## src/rtl/noc_pkg.sv

```systemverilog
// Shared widths, flit layout and routing-state encoding for the destination-queue NoC block.
package noc_pkg;

    localparam int unsigned NOC_ADDR_W    = 2;
    localparam int unsigned NOC_TYPE_W    = 2;
    localparam int unsigned NOC_PAYLOAD_W = 8;
    localparam int unsigned NOC_PKT_W     = NOC_ADDR_W + NOC_TYPE_W + NOC_PAYLOAD_W + 1;
    localparam int unsigned NOC_FLIT_W    = NOC_PKT_W - NOC_ADDR_W;

    // Queue-side flit: the dest field is stripped once routing has been decided.
    typedef struct packed {
        logic                     eop;
        logic [NOC_PAYLOAD_W-1:0] payload;
        logic [NOC_TYPE_W-1:0]    ptype;
    } flit_t;

    typedef enum logic [1:0] {
        IDLE   = 2'd0,
        IN_PKT = 2'd1,
        DROP   = 2'd2
    } route_state_t;

endpackage

```

## src/rtl/noc_fifo.sv

```systemverilog
// Single destination queue: registered count/full flags, no same-cycle pass-through.
module noc_fifo #(
    parameter int WIDTH = 11,
    parameter int DEPTH = 4
) (
    input  logic             i_clk,
    input  logic             i_rst,
    input  logic             i_push,
    input  logic [WIDTH-1:0] i_data,
    input  logic             i_pop,
    output logic [WIDTH-1:0] o_data,
    output logic             o_valid,
    output logic             o_full
);

    localparam int PTR_W = $clog2(DEPTH);
    localparam logic [PTR_W:0]   CNT_ONE = (PTR_W+1)'(1);
    localparam logic [PTR_W:0]   CNT_MAX = (PTR_W+1)'(DEPTH);
    localparam logic [PTR_W-1:0] PTR_ONE = PTR_W'(1);

    logic [WIDTH-1:0] r_mem [DEPTH];
    logic [PTR_W-1:0] r_wr_ptr;
    logic [PTR_W-1:0] r_rd_ptr;
    logic [PTR_W:0]   r_count;
    logic             r_full;
    logic [PTR_W:0]   w_count_nxt;
    logic             w_push_en;
    logic             w_pop_en;

    assign w_push_en = i_push & ~r_full;
    assign w_pop_en  = i_pop & (r_count != '0);

    always_comb begin
        w_count_nxt = r_count;
        case ({w_push_en, w_pop_en})
            2'b10:   w_count_nxt = r_count + CNT_ONE;
            2'b01:   w_count_nxt = r_count - CNT_ONE;
            default: w_count_nxt = r_count;
        endcase
    end

    always_ff @(posedge i_clk or posedge i_rst) begin
        if (i_rst) begin
            r_wr_ptr <= '0;
            r_rd_ptr <= '0;
            r_count  <= '0;
            r_full   <= 1'b0;
        end else begin
            if (w_push_en) r_wr_ptr <= r_wr_ptr + PTR_ONE;
            if (w_pop_en)  r_rd_ptr <= r_rd_ptr + PTR_ONE;
            r_count <= w_count_nxt;
            r_full  <= (w_count_nxt == CNT_MAX);
        end
    end

    // Storage is not reset; validity comes solely from r_count.
    always_ff @(posedge i_clk) begin
        if (w_push_en) r_mem[r_wr_ptr] <= i_data;
    end

    assign o_data  = r_mem[r_rd_ptr];
    assign o_valid = (r_count != '0);
    assign o_full  = r_full;

endmodule

```

## src/rtl/noc_dest_queue.sv

```systemverilog
// Wormhole router into NUM_DEST per-destination FIFOs; unknown destinations are dropped.
// Define NOC_DROP_CNT_EN to build the saturating drop_count register (otherwise tied to 0).
module noc_dest_queue
    import noc_pkg::*;
#(
    parameter int NUM_DEST  = 3,
    parameter int DEPTH     = 4,
    parameter int ADDR_W    = NOC_ADDR_W,
    parameter int TYPE_W    = NOC_TYPE_W,
    parameter int PAYLOAD_W = NOC_PAYLOAD_W
) (
    input  logic                                            clk,
    input  logic                                            reset,
    input  logic [ADDR_W+TYPE_W+PAYLOAD_W:0]                packet,
    input  logic                                            src_valid,
    output logic                                            src_ready,
    output logic [NUM_DEST-1:0]                             dst_valid,
    input  logic [NUM_DEST-1:0]                             dst_ready,
    output logic [NUM_DEST*(TYPE_W+PAYLOAD_W+1)-1:0]        dst_data,
    output logic [7:0]                                      drop_count
);

    localparam int PKT_W     = ADDR_W + TYPE_W + PAYLOAD_W + 1;
    localparam int FLIT_W    = PKT_W - ADDR_W;
    localparam int DEST_SPAN = 2**ADDR_W;

    route_state_t          r_state;
    route_state_t          w_state_nxt;
    logic [ADDR_W-1:0]     r_lock;
    logic [ADDR_W-1:0]     w_lock_nxt;
    logic [ADDR_W-1:0]     w_dest;
    logic                  w_eop;
    logic                  w_dest_ok;
    logic                  w_ready;
    logic                  w_accept;
    logic [NUM_DEST-1:0]   w_full;
    logic [DEST_SPAN-1:0]  w_full_ext;
    logic [DEST_SPAN-1:0]  w_push_ext;

    assign w_dest    = packet[ADDR_W-1:0];
    assign w_eop     = packet[PKT_W-1];
    assign w_dest_ok = (int'(w_dest) < NUM_DEST);

    // Unused destination slots read as full so they can never accept a push.
    always_comb begin
        w_full_ext                 = '1;
        w_full_ext[NUM_DEST-1:0]   = w_full;
    end

    always_comb begin
        w_ready = 1'b0;
        case (r_state)
            IDLE:    w_ready = w_dest_ok ? ~w_full_ext[w_dest] : 1'b1;
            IN_PKT:  w_ready = ~w_full_ext[r_lock];
            DROP:    w_ready = 1'b1;
            default: w_ready = 1'b0;
        endcase
        if (reset) w_ready = 1'b0;
    end

    assign src_ready = w_ready;
    assign w_accept  = src_valid & w_ready;

    always_comb begin
        w_state_nxt = r_state;
        w_lock_nxt  = r_lock;
        w_push_ext  = '0;
        case (r_state)
            IDLE: begin
                if (w_accept) begin
                    if (w_dest_ok) begin
                        w_push_ext[w_dest] = 1'b1;
                        if (!w_eop) begin
                            w_state_nxt = IN_PKT;
                            w_lock_nxt  = w_dest;
                        end
                    end else if (!w_eop) begin
                        w_state_nxt = DROP;
                    end
                end
            end
            IN_PKT: begin
                if (w_accept) begin
                    w_push_ext[r_lock] = 1'b1;
                    if (w_eop) w_state_nxt = IDLE;
                end
            end
            DROP: begin
                if (w_accept && w_eop) w_state_nxt = IDLE;
            end
            default: w_state_nxt = IDLE;
        endcase
    end

    always_ff @(posedge clk or posedge reset) begin
        if (reset) begin
            r_state <= IDLE;
            r_lock  <= '0;
        end else begin
            r_state <= w_state_nxt;
            r_lock  <= w_lock_nxt;
        end
    end

`ifdef NOC_DROP_CNT_EN
    logic [7:0] r_drop_cnt;
    logic       w_new_drop;

    // Counted on the dropped header, so single-flit bad packets are counted too.
    assign w_new_drop = w_accept && (r_state == IDLE) && !w_dest_ok;

    always_ff @(posedge clk or posedge reset) begin
        if (reset) begin
            r_drop_cnt <= '0;
        end else if (w_new_drop && (r_drop_cnt != 8'hFF)) begin
            r_drop_cnt <= r_drop_cnt + 8'd1;
        end
    end

    assign drop_count = r_drop_cnt;
`else
    assign drop_count = '0;
`endif

    for (genvar g = 0; g < NUM_DEST; g++) begin : g_queue
        noc_fifo #(
            .WIDTH (FLIT_W),
            .DEPTH (DEPTH)
        ) u_fifo (
            .i_clk   (clk),
            .i_rst   (reset),
            .i_push  (w_push_ext[g]),
            .i_data  (packet[PKT_W-1:ADDR_W]),
            .i_pop   (dst_ready[g]),
            .o_data  (dst_data[g*FLIT_W +: FLIT_W]),
            .o_valid (dst_valid[g]),
            .o_full  (w_full[g])
        );
    end

endmodule
```

## config.mk

```make
export PLATFORM = sky130hd
export DESIGN_NAME = noc_dest_queue
export DESIGN_NICKNAME = d
export VERILOG_FILES = /design/src/rtl/noc_pkg.sv /design/src/rtl/noc_fifo.sv /design/src/rtl/noc_dest_queue.sv
export SDC_FILE = /design/constraint.sdc
export NUM_CORES = 1
export LEC_CHECK = 0
export CAP_MARGIN = 20
export CORE_MARGIN = 4
export CORE_UTILIZATION = 57
export CTS_CLUSTER_DIAMETER = 100
export DETAILED_ROUTE_END_ITERATION = 10
export GPL_TIMING_DRIVEN = 0
export PLACE_DENSITY = 0.8
export SYNTH_ARGS = -nofsm -noshare
export SYNTH_HDL_FRONTEND = slang
export SYNTH_SLANG_ARGS = --single-unit
```

## constraint.sdc

```tcl
create_clock -name clk -period 3.5 [get_ports clk]
set_input_delay 0.35 -clock clk [delete_from_list [all_inputs] [get_ports clk]]
set_output_delay 0.35 -clock clk [all_outputs]
set_load 0.02 [all_outputs]
```

## Word-level counts from Yosys, hierarchy flattened

Memories as Yosys holds them, arrays and structs flattened.
Index checks and enable logic that the tools add are counted.

| operators by class | value |
|---|---|
| equal/unequal tests | 16 |
| multiplexer cells | 32 |
| $add $sub $neg | 12 |
| order comparisons | 5 |
| reductions and logical operators | 9 |
| bitwise operators | 13 |

Operators with widths:

| operator | count |
|---|---|
| case mux 3 bit (2 select lines) | 4 |
| 2-to-1 mux 2 bit | 7 |
| adder 2 x 1 -> 2 bit, second input constant | 6 |
| 2-to-1 mux 1 bit | 12 |
| != test 2 bit, second input constant | 5 |
| adder 3 x 1 -> 3 bit, second input constant | 3 |
| equality test 3 bit, second input constant | 3 |
| 2-to-1 mux 3 bit | 3 |
| nonzero test 3 bit | 3 |
| subtractor 3 x 1 -> 3 bit, second input constant | 3 |
| equality test 2 x 1 -> 1 bit, second input constant | 4 |
| equality test 2 bit, second input constant | 4 |
| AND 1 bit | 7 |
| < comparator 2 x 3 -> 1 bit, second input constant | 2 |
| inverter 1 bit | 6 |
| case mux 2 bit (3 select lines) | 1 |
| AND reduction 5 bit | 1 |
| binary-select mux 1 bit (select 2 bit) | 2 |
| demux 1 bit (select 2 bit) | 2 |
| >= comparator 2 x 1 -> 1 bit, second input constant | 2 |
| AND reduction 4 bit | 1 |
| logical AND 1 bit | 3 |
| case mux 1 bit (3 select lines) | 1 |
| logical NOT 2 bit | 1 |
| < comparator 2 bit, second input constant | 1 |

| storage, ports and cells | value |
|---|---|
| memories | 3 |
| flip-flop bits (word level) | 28 |
| input port bits | 19 |
| word-level logic and storage cells | 104 |
| output and inout port bits | 45 |
| memory bits (writable) | 132 |

Memory list:

| name | words | bits a word | read ports | clocked after memory_dff | write ports | RTL line | text |
|---|---|---|---|---|---|---|---|
| g_queue[0].u_fifo.r_mem | 4 | 11 | 1 | 0 | 1 | noc_fifo.sv:21 | `logic [WIDTH-1:0] r_mem [DEPTH];` |
| g_queue[1].u_fifo.r_mem | 4 | 11 | 1 | 0 | 1 | noc_fifo.sv:21 |  |
| g_queue[2].u_fifo.r_mem | 4 | 11 | 1 | 0 | 1 | noc_fifo.sv:21 |  |

## Logic depth before layout (Yosys ltp)

| logic depth | value |
|---|---|
| depth after elaboration | 13 |
| gate-level depth with buffers | 12 |
| gate-level depth less buffers | 11 |

## Cells and area by module

A second synthesis with hierarchy kept.

| unflattened totals | value |
|---|---|
| cell total of the unflattened synthesis | 347 |
| area total of the unflattened synthesis | 6,562.5 um2 |

Modules (own cells, without submodules):

| module | instances | cells each | area each (um2) | sequential area each (um2) |
|---|---|---|---|---|
| noc_fifo | 3 | 99 | 2,047.0 | 1,521.5 |
| noc_dest_queue | 1 | 50 | 421.7 | 100.1 |

## Least setup slack after synthesis

No wires, ideal clock.

| timing | value |
|---|---|
| kind | register -> register |
| start | reg r_lock[1] |
| end | reg g_queue[1].u_fifo.r_full |
| setup slack | 0.986 ns |
| setup time | 0.088 ns |
| data required time | 3.412 ns |
| path buffers | 0 |
| period minus slack after synthesis | 2.514 ns |
| cell stages (with the launch flop) | 12 |
| data arrival time | 2.426 ns |
| cells stage by stage | dfrtp_1 -> mux2i_1 -> a211oi_2 -> a2111oi_4 -> inv_1 -> ha_1 -> inv_1 -> fa_1 -> xor2_1 -> nor2_1 -> xor2_1 -> nor3b_1 |

| between the ends | value |
|---|---|
| longest elaborated chain between the ends | 12 |
| elaborated cells on any way between the ends | 19 |
| classes of those cells | order compare: 2; eq/ne: 3; mux: 10; bitwise: 3; reduce/logical: 1 |

RTL lines:

| what | RTL line | text |
|---|---|---|
| from (decl) | noc_dest_queue.sv:29 | `logic [ADDR_W-1:0] r_lock;` |
| from (signal assigned) | noc_dest_queue.sv:101 | `r_lock <= w_lock_nxt;` |
| binary-select mux 1 bit (select 2 bit) | noc_dest_queue.sv:54 | `IN_PKT: w_ready = ~w_full_ext[r_lock];` |
| 2-to-1 mux 1 bit (implied by the code) | noc_dest_queue.sv:54 |  |
| inverter 1 bit | noc_dest_queue.sv:54 |  |
| case mux 1 bit (3 select lines) | noc_dest_queue.sv:52 | `case (r_state)` |
| 2-to-1 mux 1 bit | noc_dest_queue.sv:58 | `if (reset) w_ready = 1'b0;` |
| AND 1 bit | noc_dest_queue.sv:62 | `assign w_accept = src_valid & w_ready;` |
| 2-to-1 mux 3 bit (on tied branches) | noc_dest_queue.sv:83, noc_dest_queue.sv:70 |  |
| case mux 3 bit (2 select lines) * | noc_dest_queue.sv:68 | `case (r_state)` |
| AND 1 bit * | noc_fifo.sv:30 | `assign w_push_en = i_push & ~r_full;` |
| equality test 2 x 1 -> 1 bit / equality test 2 bit (equally long branches) | noc_fifo.sv:35 | `case ({w_push_en, w_pop_en})` |
| case mux 3 bit (2 select lines) * | noc_fifo.sv:35 |  |
| via g_queue[1].u_fifo.w_count_nxt[2] | noc_fifo.sv:26 | `logic [PTR_W:0] w_count_nxt;` |
| equality test 3 bit * | noc_fifo.sv:52 | `r_full <= (w_count_nxt == CNT_MAX);` |
| to (signal assigned) | noc_fifo.sv:52 |  |
| to (decl) | noc_fifo.sv:25 | `logic r_full;` |

The timed path passes the listed nets; every way through them passes the cells marked *. The select of a mux whose other input is x is not followed.
A chain may end at the register's enable or synchronous reset.

## Final worst setup path

Ends and elaborated chain as after synthesis.

==> flow_metrics.tcl <==
set metrics [dict create \
    outcome "complete, no violations" \
    ios 64 \
    syn_inst 336 \
    numCtsBuffers 17 \
    fin_tns_setup_ps 0 \
    post_cts_buffers 0 \
    synth_seq_area_share 0.717 \
    synth_edf_count 132 \
    ant_nets 0 \
    avgSynthCellArea_sq_um 19.4 \
    fp.coreArea_sq_um 11000 \
    ff2ff_setup_slack_ps 650 \
    clk_latency_ps 420 \
    dp_hpwl_mm 7.56 \
    layout_common_cells "edfxtp_1 (132), clkdlybuf4s50_1 (53), mux4_2 (33)" \
    crit_start "r_lock[1]$_DFFE_PP0P_" \
    dr.pass1.iters 4 \
    period_needed_ps 2850 \
    grt_pass1_wl_mm 18.4 \
    fin_skew_ps 8.10 \
    grt_pass1_vias 3374 \
    worst_slew_pin_slew_ps 736 \
    hold_viol_final 0 \
    crit_fanout 7 \
    globalplace.congestion 0.819 \
    fin_nets 453 \
    finalMaxSlewViolations 0 \
    cp-end-kind "flop" \
    postCtsHoldBufs 0 \
    synth_seq_cells 160 \
    fmax_mhz 351 \
    num_vias 3138 \
    hold_class "in -> async" \
    syn_area_sq_um 6500 \
    startpoint_type "flop" \
    wire_per_inst_microns 20.4 \
    slew_headroom 0.509 \
    ir_worst_vdd_v 0.000469 \
    clkSlewWorstSetupHoldPaths_ps 60 \
    multi_input_area_sq_um 1670 \
    layout_commonest_cell "edfxtp_1" \
    p_per_area_nw_per_um2 802 \
    ys.flop_type "edfxtp_1" \
    rsz0062_at_grt "no" \
    place_area_sq_um 7260 \
    grt.overflow.total 0 \
    initial_core_util 0.592 \
    diodes 0 \
    area_growth_pct 20.5 \
    die_area_sq_um 13200 \
    required_ps 3830 \
    grt_antenna_before_repair 0 \
    vias_per_cell 5.51 \
    setup_viol 0 \
    arrival_ps 3180 \
    rows 38 \
    die_x_microns 115 \
    worstSetupPathType "reg -> reg" \
    cts_buffer_depth 2 \
    seq_area_sq_um 4660 \
    h-tree-depth 4 \
    ys_warn_count 0 \
    leakagePower_uw 0.00279 \
    final_core_util 0.713 \
    cts.sinks 160 \
    drt_iter0_markers 168 \
    fp.dieH_microns 115 \
    cts_resized 0 \
    synth_top_area_cell "edfxtp_1" \
    wl_mm 11.6 \
    grt_max_degree 23 \
    fill_cells 675 \
    worst-r2r-cell-count 11 \
    synthTopCellsByArea "edfxtp_1 (61%), mux4_2 (11%), dfrtp_1 (11%), ha_1 (2.9%), and2_1 (1.4%)" \
    async_reset_ff_frac 0.175 \
    cts_root_buf "clkbuf_16" \
    cap_violations 0 \
    port_buffers 53 \
    final_layout_size_suffix_gt1_frac 0.200 \
    synth.distinct_cells 38 \
    r2r-end "g_queue[1].u_fifo.o_full$_DFF_PP0_" \
    r2r_start "r_lock[1]$_DFFE_PP0P_" \
    synth_top_area_frac 0.609 \
    cts_tree "yes" \
    drc_errors 0 \
    finalCritPeriodShare 0.815 \
    design_area_sq_um 7830 \
    grt_util_all_layers 0.194 \
]
[per-stage QoR]
step / total power, uW / hold WS [ps] / std cells / setup WS (ps)
after CTS: 6360 / 248 / 569 / 632
after global placement: 4490 / 459 / 536 / 541
final: 6280 / 259 / 569 / 649
after global routing: 6610 / 280 / 569 / 345
after detailed placement: 4570 / 459 / 537 / 432
after floorplan: 3830 / 424 / 343 / 986
[synth_stat cells (all sizes together) (2+ instances only)]
master / instances
nor2: 10
mux2i: 6
buf: 17
dfrtp: 28
clkbuf: 2
nand2: 5
or3: 4
inv: 22
nor3b: 3
mux4: 33
xor2: 9
fa: 3
edfxtp: 132
ha: 15
nand3: 2
nor4: 3
xnor2: 9
and2: 15
a211oi: 2
mux2: 5
[cells by family after synthesis]
kind of cell | share of synthesized area
buffers and inverters | 0.0306
AOI/OAI and AO/OA | 0.0142
xor gates and xnor gates | 0.0242
muxes | 0.132
and+or+nand+nor | 0.0429
DFF | 0.717
adders and majority gates | 0.0381
other | 0.000577
[state kept, by name, summed over array words and instances, names as in the netlist]
| register | flops |
|---|---|
| g_queue.u_fifo.o_full | 3 |
| g_queue.u_fifo.r_wr_ptr | 6 |
| g_queue.u_fifo.r_mem | 132 |
| g_queue.u_fifo.r_rd_ptr | 6 |
| r_lock | 2 |
| r_state | 2 |
| g_queue.u_fifo.r_count | 9 |
[where the power goes]
part           switching (uW)  internal (uW)  leakage [uW]
clock                     748           1010      0.000276
combinational            1030           1020      0.000989
sequential                185           2290       0.00152
total                    1960           4320       0.00279
[metal layers]
layer | wire length (microns) | global-route usage | share of wire | up-vias
met5 | 0 | 0 | 0 | -
met4 | 258 | 0.0790 | 0.022 | 0
met3 | 634 | 0.0500 | 0.055 | 22
met2 | 6080 | 0.324 | 0.52 | 94
met1 | 4630 | 0.244 | 0.40 | 1589
li1 | - | - | - | 1433
[layout make-up]
| type | count | share of cell area |
|---|---|---|
| Multi-Input combinational cell | 142 | 0.213 |
| Inverter | 22 | 0.0105 |
| Tap cell | 140 | 0.0224 |
| Clock buffer | 18 | 0.0561 |
| Buffer | 19 | 0.0149 |
| Sequential cell | 160 | 0.595 |
| Timing Repair Buffer | 54 | 0.0712 |
| Clock inverter | 14 | 0.0168 |
[how the worst max path moves through the flow]
| stage | to | depth (start not counted) |
|---|---|---|
| 2_1_floorplan | g_queue[1].u_fifo.o_full$_DFF_PP0_ | 11 |
| 3_3_place_gp | g_queue[1].u_fifo.o_full$_DFF_PP0_ | 12 |
| 3_5_place_dp | g_queue[1].u_fifo.o_full$_DFF_PP0_ | 12 |
| 4_1_cts | g_queue[1].u_fifo.o_full$_DFF_PP0_ | 11 |
| 5_1_grt | g_queue[1].u_fifo.o_full$_DFF_PP0_ | 11 |
| 6_report | g_queue[1].u_fifo.o_full$_DFF_PP0_ | 11 |
[worst max-delay path, stage by stage, from the launching register on]
cell       delay, ps
dfrtp_1          440
mux2i_1          160
a211oi_2         550
a2111oi_4        140
inv_1             90
ha_1             180
inv_1             70
fa_1             420
xor2_1           150
nor2_1           120
xor2_1           200
nor3b_1          220
No activity file was read; power rests on OpenSTA's default activity.
